`src/rtl/sad_min_select.sv`:
```
// sad_min_select: per-partition running minimum of the full-search SAD array.
// Stage 1 registers each candidate. Stage 2 compares it against the stored
// minima and updates them.
// Optional build macro: SUB8X8_PARTITION_EN adds the 4x8 and 8x4 partitions.
//
// Handshake: sad_valid qualifies the SAD buses, the counts and sad_last in the
// same cycle. There is no ready/backpressure, so the block accepts every valid
// sample while SEARCH. result_valid is a one-cycle pulse.

// One group of N same-width partitions: stage-1 SAD register plus min trackers.
module sad_min_track #(
  parameter int N    = 1,
  parameter int W    = 8,
  parameter int MV_W = 12
) (
  input  logic              clk,
  input  logic              rst_n,
  input  logic              clear,
  input  logic              cap,
  input  logic              upd,
  input  logic [N*W-1:0]    sad_in,
  input  logic [MV_W-1:0]   s1_mv,
  output logic [N*W-1:0]    best_sad,
  output logic [N*MV_W-1:0] best_mv
);
  logic [N*W-1:0] s1_sad;

  // Stage 1: hold the candidate SADs for one cycle.
  always_ff @(posedge clk or negedge rst_n) begin
    if (!rst_n)   s1_sad <= '0;
    else if (cap) s1_sad <= sad_in;
  end

  // Stage 2: a strict less-than keeps the earliest position on ties. clear wins over upd.
  always_ff @(posedge clk or negedge rst_n) begin
    if (!rst_n) begin
      best_sad <= '1;
      best_mv  <= '0;
    end else if (clear) begin
      best_sad <= '1;
      best_mv  <= '0;
    end else if (upd) begin
      for (int i = 0; i < N; i++) begin
        if (s1_sad[i*W +: W] < best_sad[i*W +: W]) begin
          best_sad[i*W +: W]       <= s1_sad[i*W +: W];
          best_mv[i*MV_W +: MV_W]  <= s1_mv;
        end
      end
    end
  end
endmodule

module sad_min_select #(
  parameter int COL_W = 5,
  parameter int ROW_W = 7,
  parameter int MV_W  = COL_W + ROW_W
) (
  input  logic             clk,
  input  logic             rst_n,
  input  logic             search_start,
  input  logic             sad_valid,
  input  logic             sad_last,
  input  logic [COL_W-1:0] search_column_count,
  input  logic [ROW_W-1:0] search_row_count,
  input  logic [223:0]     SAD8x8,
  input  logic [119:0]     SAD8x16,
  input  logic [119:0]     SAD16x8,
  input  logic [63:0]      SAD16x16,
  input  logic [33:0]      SAD16X32,
  input  logic [33:0]      SAD32x16,
  input  logic [17:0]      SAD32x32,
`ifdef SUB8X8_PARTITION_EN
  input  logic [415:0]     SAD4x8,
  input  logic [415:0]     SAD8x4,
  output logic [415:0]     best_sad_4x8,
  output logic [415:0]     best_sad_8x4,
  output logic [105*MV_W-1:0] best_mv,
`else
  output logic [41*MV_W-1:0]  best_mv,
`endif
  output logic [223:0]     best_sad_8x8,
  output logic [119:0]     best_sad_8x16,
  output logic [119:0]     best_sad_16x8,
  output logic [63:0]      best_sad_16x16,
  output logic [33:0]      best_sad_16x32,
  output logic [33:0]      best_sad_32x16,
  output logic [17:0]      best_sad_32x32,
  output logic             busy,
  output logic             result_valid,
  output logic [1:0]       fsm_state
);
  typedef enum logic [1:0] {IDLE = 2'd0, SEARCH = 2'd1, DONE = 2'd2} state_t;

  state_t            state, state_nxt;
  logic              cap, upd;
  logic              s1_valid, s1_last;
  logic [MV_W-1:0]   s1_mv;

  // A start in the same cycle as a sample drops that sample.
  assign cap = (state == SEARCH) && sad_valid && !search_start;
  assign upd = s1_valid && !search_start;
  assign fsm_state = state;

  // State register.
  always_ff @(posedge clk or negedge rst_n) begin
    if (!rst_n) state <= IDLE;
    else        state <= state_nxt;
  end

  // Next state and status outputs. A start from any state restarts the search.
  always_comb begin
    state_nxt    = state;
    busy         = (state == SEARCH);
    result_valid = (state == DONE);
    if (search_start) begin
      state_nxt = SEARCH;
    end else begin
      case (state)
        IDLE:    state_nxt = IDLE;
        SEARCH:  if (s1_valid && s1_last) state_nxt = DONE;
        DONE:    state_nxt = IDLE;
        default: state_nxt = IDLE;
      endcase
    end
  end

  // Stage-1 control and position register. Each tracker holds its own SAD copy.
  always_ff @(posedge clk or negedge rst_n) begin
    if (!rst_n) begin
      s1_valid <= 1'b0;
      s1_last  <= 1'b0;
      s1_mv    <= '0;
    end else begin
      s1_valid <= cap;
      if (cap) begin
        s1_last <= sad_last;
        s1_mv   <= {search_row_count, search_column_count};
      end
    end
  end

  sad_min_track #(.N(16), .W(14), .MV_W(MV_W)) u_8x8 (
    .clk(clk), .rst_n(rst_n), .clear(search_start), .cap(cap), .upd(upd),
    .sad_in(SAD8x8), .s1_mv(s1_mv), .best_sad(best_sad_8x8),
    .best_mv(best_mv[0*MV_W +: 16*MV_W]));
  sad_min_track #(.N(8), .W(15), .MV_W(MV_W)) u_8x16 (
    .clk(clk), .rst_n(rst_n), .clear(search_start), .cap(cap), .upd(upd),
    .sad_in(SAD8x16), .s1_mv(s1_mv), .best_sad(best_sad_8x16),
    .best_mv(best_mv[16*MV_W +: 8*MV_W]));
  sad_min_track #(.N(8), .W(15), .MV_W(MV_W)) u_16x8 (
    .clk(clk), .rst_n(rst_n), .clear(search_start), .cap(cap), .upd(upd),
    .sad_in(SAD16x8), .s1_mv(s1_mv), .best_sad(best_sad_16x8),
    .best_mv(best_mv[24*MV_W +: 8*MV_W]));
  sad_min_track #(.N(4), .W(16), .MV_W(MV_W)) u_16x16 (
    .clk(clk), .rst_n(rst_n), .clear(search_start), .cap(cap), .upd(upd),
    .sad_in(SAD16x16), .s1_mv(s1_mv), .best_sad(best_sad_16x16),
    .best_mv(best_mv[32*MV_W +: 4*MV_W]));
  sad_min_track #(.N(2), .W(17), .MV_W(MV_W)) u_16x32 (
    .clk(clk), .rst_n(rst_n), .clear(search_start), .cap(cap), .upd(upd),
    .sad_in(SAD16X32), .s1_mv(s1_mv), .best_sad(best_sad_16x32),
    .best_mv(best_mv[36*MV_W +: 2*MV_W]));
  sad_min_track #(.N(2), .W(17), .MV_W(MV_W)) u_32x16 (
    .clk(clk), .rst_n(rst_n), .clear(search_start), .cap(cap), .upd(upd),
    .sad_in(SAD32x16), .s1_mv(s1_mv), .best_sad(best_sad_32x16),
    .best_mv(best_mv[38*MV_W +: 2*MV_W]));
  sad_min_track #(.N(1), .W(18), .MV_W(MV_W)) u_32x32 (
    .clk(clk), .rst_n(rst_n), .clear(search_start), .cap(cap), .upd(upd),
    .sad_in(SAD32x32), .s1_mv(s1_mv), .best_sad(best_sad_32x32),
    .best_mv(best_mv[40*MV_W +: 1*MV_W]));
`ifdef SUB8X8_PARTITION_EN
  sad_min_track #(.N(32), .W(13), .MV_W(MV_W)) u_4x8 (
    .clk(clk), .rst_n(rst_n), .clear(search_start), .cap(cap), .upd(upd),
    .sad_in(SAD4x8), .s1_mv(s1_mv), .best_sad(best_sad_4x8),
    .best_mv(best_mv[41*MV_W +: 32*MV_W]));
  sad_min_track #(.N(32), .W(13), .MV_W(MV_W)) u_8x4 (
    .clk(clk), .rst_n(rst_n), .clear(search_start), .cap(cap), .upd(upd),
    .sad_in(SAD8x4), .s1_mv(s1_mv), .best_sad(best_sad_8x4),
    .best_mv(best_mv[73*MV_W +: 32*MV_W]));
`endif
endmodule

```
`config.mk`:
```
export PLATFORM = sky130hd
export DESIGN_NAME = sad_min_select
export DESIGN_NICKNAME = d
export VERILOG_FILES = /design/src/rtl/sad_min_select.sv
export SDC_FILE = /design/constraint.sdc
export NUM_CORES = 2
export LEC_CHECK = 0
export CORE_AREA = 4 4 669 671
export CTS_CLUSTER_SIZE = 30
export DETAILED_ROUTE_END_ITERATION = 8
export DIE_AREA = 0 0 673 675
export PLACE_DENSITY = 0.38
export SYNTH_ARGS = -nofsm -noshare
export SYNTH_HDL_FRONTEND = slang
export SYNTH_SLANG_ARGS = --single-unit
```
`constraint.sdc`:
```
create_clock -name clk -period 4.79 [get_ports clk]
set_input_delay 0.958 -clock clk [delete_from_list [all_inputs] [get_ports clk]]
set_output_delay 0.958 -clock clk [all_outputs]
set_load 0.05 [all_outputs]
```
Yosys cells after proc, flatten, opt, wreduce, memory -nomap -nowiden --
Cells that the tools add are included.
Storage, ports and cells: flip-flop bits (word level) 1736, input port bits 631, output and inout bits 1110
Operators by class: reduce and logical (&&, ||, !) cells 88, order comparisons 41, eq/ne operators 3, mux-type cells 113
Operators with widths (count):
- 12-bit 2-to-1 mux | 43
- 120-bit 2-to-1 mux | 4
- 224-bit 2-to-1 mux | 2
- 192-bit 2-to-1 mux | 2
- 96-bit 2-to-1 mux | 4
- 15-bit less-than comparator | 16
- 15-bit 2-to-1 mux | 16
- 14-bit less-than comparator | 16
- 14-bit 2-to-1 mux | 16
- 34-bit 2-to-1 mux | 4
- 64-bit 2-to-1 mux | 2
- 24-bit 2-to-1 mux | 4
- 48-bit 2-to-1 mux | 2
- 2-bit nonzero test | 42
- 2-bit AND reduction | 41
- 17-bit less-than comparator | 4
- 17-bit 2-to-1 mux | 4
- 16-bit less-than comparator | 4
- 16-bit 2-to-1 mux | 4
- 18-bit 2-to-1 mux | 3
- 18-bit less-than comparator | 1
- 2-bit 2-to-1 mux | 3
- 1-bit logical AND | 4
- 3-bit by 2-bit != test with 1-bit output, second input constant | 1
- 3 further kinds | 3

Longest topological paths before layout --
word-level depth 4, gate-level depth with buffers 10, depth with buffers taken out 8

Modules after synthesis --
From an unflattened synthesis, not the netlist that was laid out.
Second synthesis, totals: cell total of the unflattened synthesis 7822, area total of the unflattened synthesis 88910.3 sq um
By module, submodules not included:
- sad_min_track (u_8x8) | cells each 2837, times used 1, area an instance 32167.1 sq um
- sad_min_track (u_8x16) | cells each 1529, times used 1, area an instance 17284.1 sq um
- sad_min_track (u_16x8) | cells each 1529, times used 1, area an instance 17280.3 sq um
- sad_min_track (u_16x32 ...) | cells each 414, times used 2, area an instance 4773.3 sq um
- sad_min_track (u_16x16) | cells each 766, times used 1, area an instance 8919.8 sq um
- sad_min_track (u_32x32) | cells each 295, times used 1, area an instance 3056.7 sq um
- sad_min_select | cells each 38, times used 1, area an instance 655.6 sq um

Worst setup path before layout --
OpenSTA, ideal clock, no wires.
path type reg-to-reg, start point reg state[0], in the netlist fsm_state[0], end point reg s1_mv[0], setup slack 1.946 ns, cell stages (with the launch flop) 7, required time 4.665 ns, arrival time 2.719 ns, library setup time 0.125 ns, period minus slack after synthesis 2.844 ns, cell sequence dfrtp_1 -> nor2b_1 -> and3_1 -> buf_2 -> clkbuf_1 -> buf_2 -> mux2_2
On the way: word-level cells in the longest chain between the ends 3
RTL lines:
- start: declaration | RTL line 94 | state_t state, state_nxt;
- start signal: assignment | RTL line 107 | else state <= state_nxt;
- 2-bit by 1-bit == test with 1-bit output
- net busy | RTL line 88 | output logic busy,
- 1-bit logical AND (2 in series) | RTL line 100 | assign cap = (state == SEARCH) && sad_valid && !search_start;
- end signal: assignment | RTL line 137 | s1_mv <= {search_row_count, search_column_count};
- end: declaration | RTL line 97 | logic [MV_W-1:0] s1_mv;
The timed path passes the listed nets, and every way through them passes these cells. A chain may end at the register's enable or synchronous reset.

Worst setup path after layout --
start point reg state[1], in the netlist fsm_state[1], end point out busy
On the way: word-level cells in the longest chain between the ends 1
RTL lines:
- 2-bit by 1-bit == test with 1-bit output | RTL line 113 | busy = (state == SEARCH);
- end: declaration | RTL line 88
No other way between the ends.

==> results.ini <==
[run_status]
status=finished clean

[final_layout]
final_cells=15300
fillers=46400
nets=10300
area_delta_synth_final_pct=39.6
layout-drive-gt1-share_pct=17.7
final_cell_mix=clkdlybuf4s50_1 (1,735), dfrtp_1 (1,121), nand2_1 (848)
multi_input_area_um2=33200
final-seq-area_um2=44200
layout_commonest_cell=clkdlybuf4s50_1

[logic_synthesis]
synthAdderAreaFrac_pct=8.74
syn_area_um2=82000
postSynthCellCount=7476
syn_nets=8680
yosysWarnings=0
async_reset_ff_share_pct=100
synth_seq_cells=1736
synth-seq-area-share_pct=53.9
avgSynthCellArea_um2=11.0
synth-simple-area-share_pct=8.53
synth-xor-area-share_pct=0
synth_cell_types=65
synth_ff_type=dfrtp_1
synth_top_family_by_area=compound AO/OA/AOI/OAI gates
synth_edf_count=0
synth_mux_area_share_pct=9.98
synth-compound-area-share_pct=12.9

[placement]
io_buffers=1740
placed_cells=14800
gp_congestion=0.856
hpwlAfterDp_um=324000
place_ws_ps=1210

[floorplan]
dieArea_um2=454000
die_y_um=675
core_area_um2=441000
die_w_um=673
io_pins=1741
start_util_pct=18.6
row_count=244

[critical_path]
crit_start=fsm_state[1]
cp.required_ps=3830
critPathMaxFanout=4
ff2ff_path_depth=10
r2r-end=u_16x8.best_sad[0]
cp-end-kind=primary output
start_kind=flop
criticalPathCategory=flop to primary output
reg2reg_slack_ps=1480
r2r_start=u_16x8.best_sad[10]
cp_data_arrival_time_ps=2910

[global_routing]
grt_max_degree=180
grt_antenna_before_repair=165
track_usage_pct=17.9
grt_pass1_wl_um=575000
grt_pass1_vias=67400
overflow=0

[timing]
skew_ps=77.0
finalMaxSlewViolations=0
final.setup.tns_ps=0
period_share_pct=80.7
layout_setup_ws_ps=927
rsz0062_at_grt=false
max_freq_ghz=0.259
tightest_slew_ps=1200
hold_viol=0
period_minus_slack_ps=3860
setup_viol=0
maxSlewHeadroom_pct=20.1

[pwr]
swShare_pct=36.8
p_int_mw=32.5
powerDensity_nw_per_um2=449
p_switching_mw=18.9
power_leakage_nw=52.0
clkPwrFrac_pct=33.9
vdd_drop_max_v=0.000304
power.share.combinational_pct=28.4
pwr-share-seq_pct=37.6

[hold_path]
worstHoldStart=search_start
hold_class=primary input to flop
min_to=u_8x8.best_sad[140]
hold_depth=3

[cts]
clock-root-buffer=clkbuf_16
ctsLongestPathBuffers=4
cts.sinks=1736
clkLatencyLatePin_ps=940
clk_pin_slew_ps=60
cts_tree=built
cts_made_buffers=223
h-tree-depth=4

[route]
route.met3.wl_um=30400
drc=0
top_layer_used=met5
vias_per_cell=4.27
final_antenna_net_count=0
firstDrtPassIters=6
drt_iter0_drc=3683
wl_per_cell_um=27.7
met2WireLength_um=216000
wl_um=423000
met1_length_um=162000
dr_total_vias=65300

[flow_run]
cap_violations=0

synthesized netlist by cell type, drive strengths merged (18+ instances only):
| library cell | instances | area [um2] |
|---|---|---|
| o21ai | 582 | 2910 |
| mux2 | 443 | 4990 |
| ha | 573 | 7170 |
| nor2b | 41 | 257 |
| buf | 152 | 825 |
| mux2i | 319 | 3190 |
| nor3 | 80 | 405 |
| a211oi | 20 | 150 |
| a311o | 30 | 300 |
| nand2b | 44 | 275 |
| dfrtp | 1122 | 28100 |
| clkbuf | 319 | 1200 |
| and3 | 18 | 113 |
| inv | 769 | 2890 |
| a211o | 24 | 210 |
| o211ai | 256 | 1920 |
| a21o | 122 | 916 |
| nand3 | 257 | 1290 |
| and4 | 32 | 280 |
| a31oi | 162 | 1060 |
| dfstp | 614 | 16100 |
| o221ai | 114 | 998 |
| nor2 | 167 | 662 |
| nand2 | 862 | 3240 |
| nand4 | 32 | 200 |
| a21oi | 195 | 987 |
stage by stage:
step                      area, um2  hold WS (ps)  power, mW  utilization, %
after detailed placement     107000           496       34.5            24.2
after global placement       107000           489       34.3            24.2
after global routing         114000           358       54.1            25.9
final                        115000           440       51.4            26.0
after CTS                    114000           284       52.5            25.9
after floorplan               82000           470       27.5               -
worst max-delay path, stage by stage, from the launching register on:
cell and delay, ps:
dfrtp_1 400, nor2b_1 620, clkdlybuf4s50_1 960
area by class of cell:
cell class | instances | share of cell area [%]
Clock inverter | 79 | 0.822
Inverter | 769 | 2.53
Sequential cell | 1736 | 38.6
Multi-Input combinational cell | 4500 | 29.0
Antenna cell | 59 | 0.129
Timing Repair Buffer | 1896 | 16.7
Tap cell | 5904 | 6.45
Clock buffer | 340 | 5.74
repair_timing:
action                                 CTS  global route
endpoints found under the hold margin   26             0
resized for setup                        0             0
setup buffers                            0             0
hold buffers                             1             0
metal layers:
layer  track usage (%)  vias up
li1                  -    29500
met1              20.2    33000
met2              32.3     1989
met3              5.35      628
met4              5.48      100
met5                 0        -
kinds of logic after synthesis:
group	Yosys count
AO/OA/AOI/OAI	1599
adder cells (fa/ha/maj)	573
buffers and inverters	1240
flip-flops	1736
multiplexers	762
AND/OR/NAND/NOR	1566
registers in the layout (all words and copies together), names as in the netlist, 120 cells and up:
register,cells
u_16x8.best_sad,120
u_16x8.s1_sad,120
u_8x16.best_sad,120
u_8x16.s1_sad,120
u_8x8.best_mv,192
u_8x8.best_sad,224
u_8x8.s1_sad,224
worst max-delay path by stage:
stage                         endpoint  slack, ps
global route                      busy        770
floorplan                     s1_mv[0]       1950
CTS                               busy        720
finish                            busy        930
detailed placement   u_16x8.s1_sad[72]       1210
global placement    u_16x16.s1_sad[18]       1240
power groups by stage:
stage | logic, mW | registers [mW] | clock network [mW]
floorplan | 5.19 | 22.3 | 0
global placement | 14.8 | 19.5 | 0
finish | 14.6 | 19.3 | 17.5
detailed placement | 14.9 | 19.6 | 0
CTS | 15.0 | 19.4 | 18.2
global route | 15.8 | 19.6 | 18.7
(Power assumes the default switching activity.)
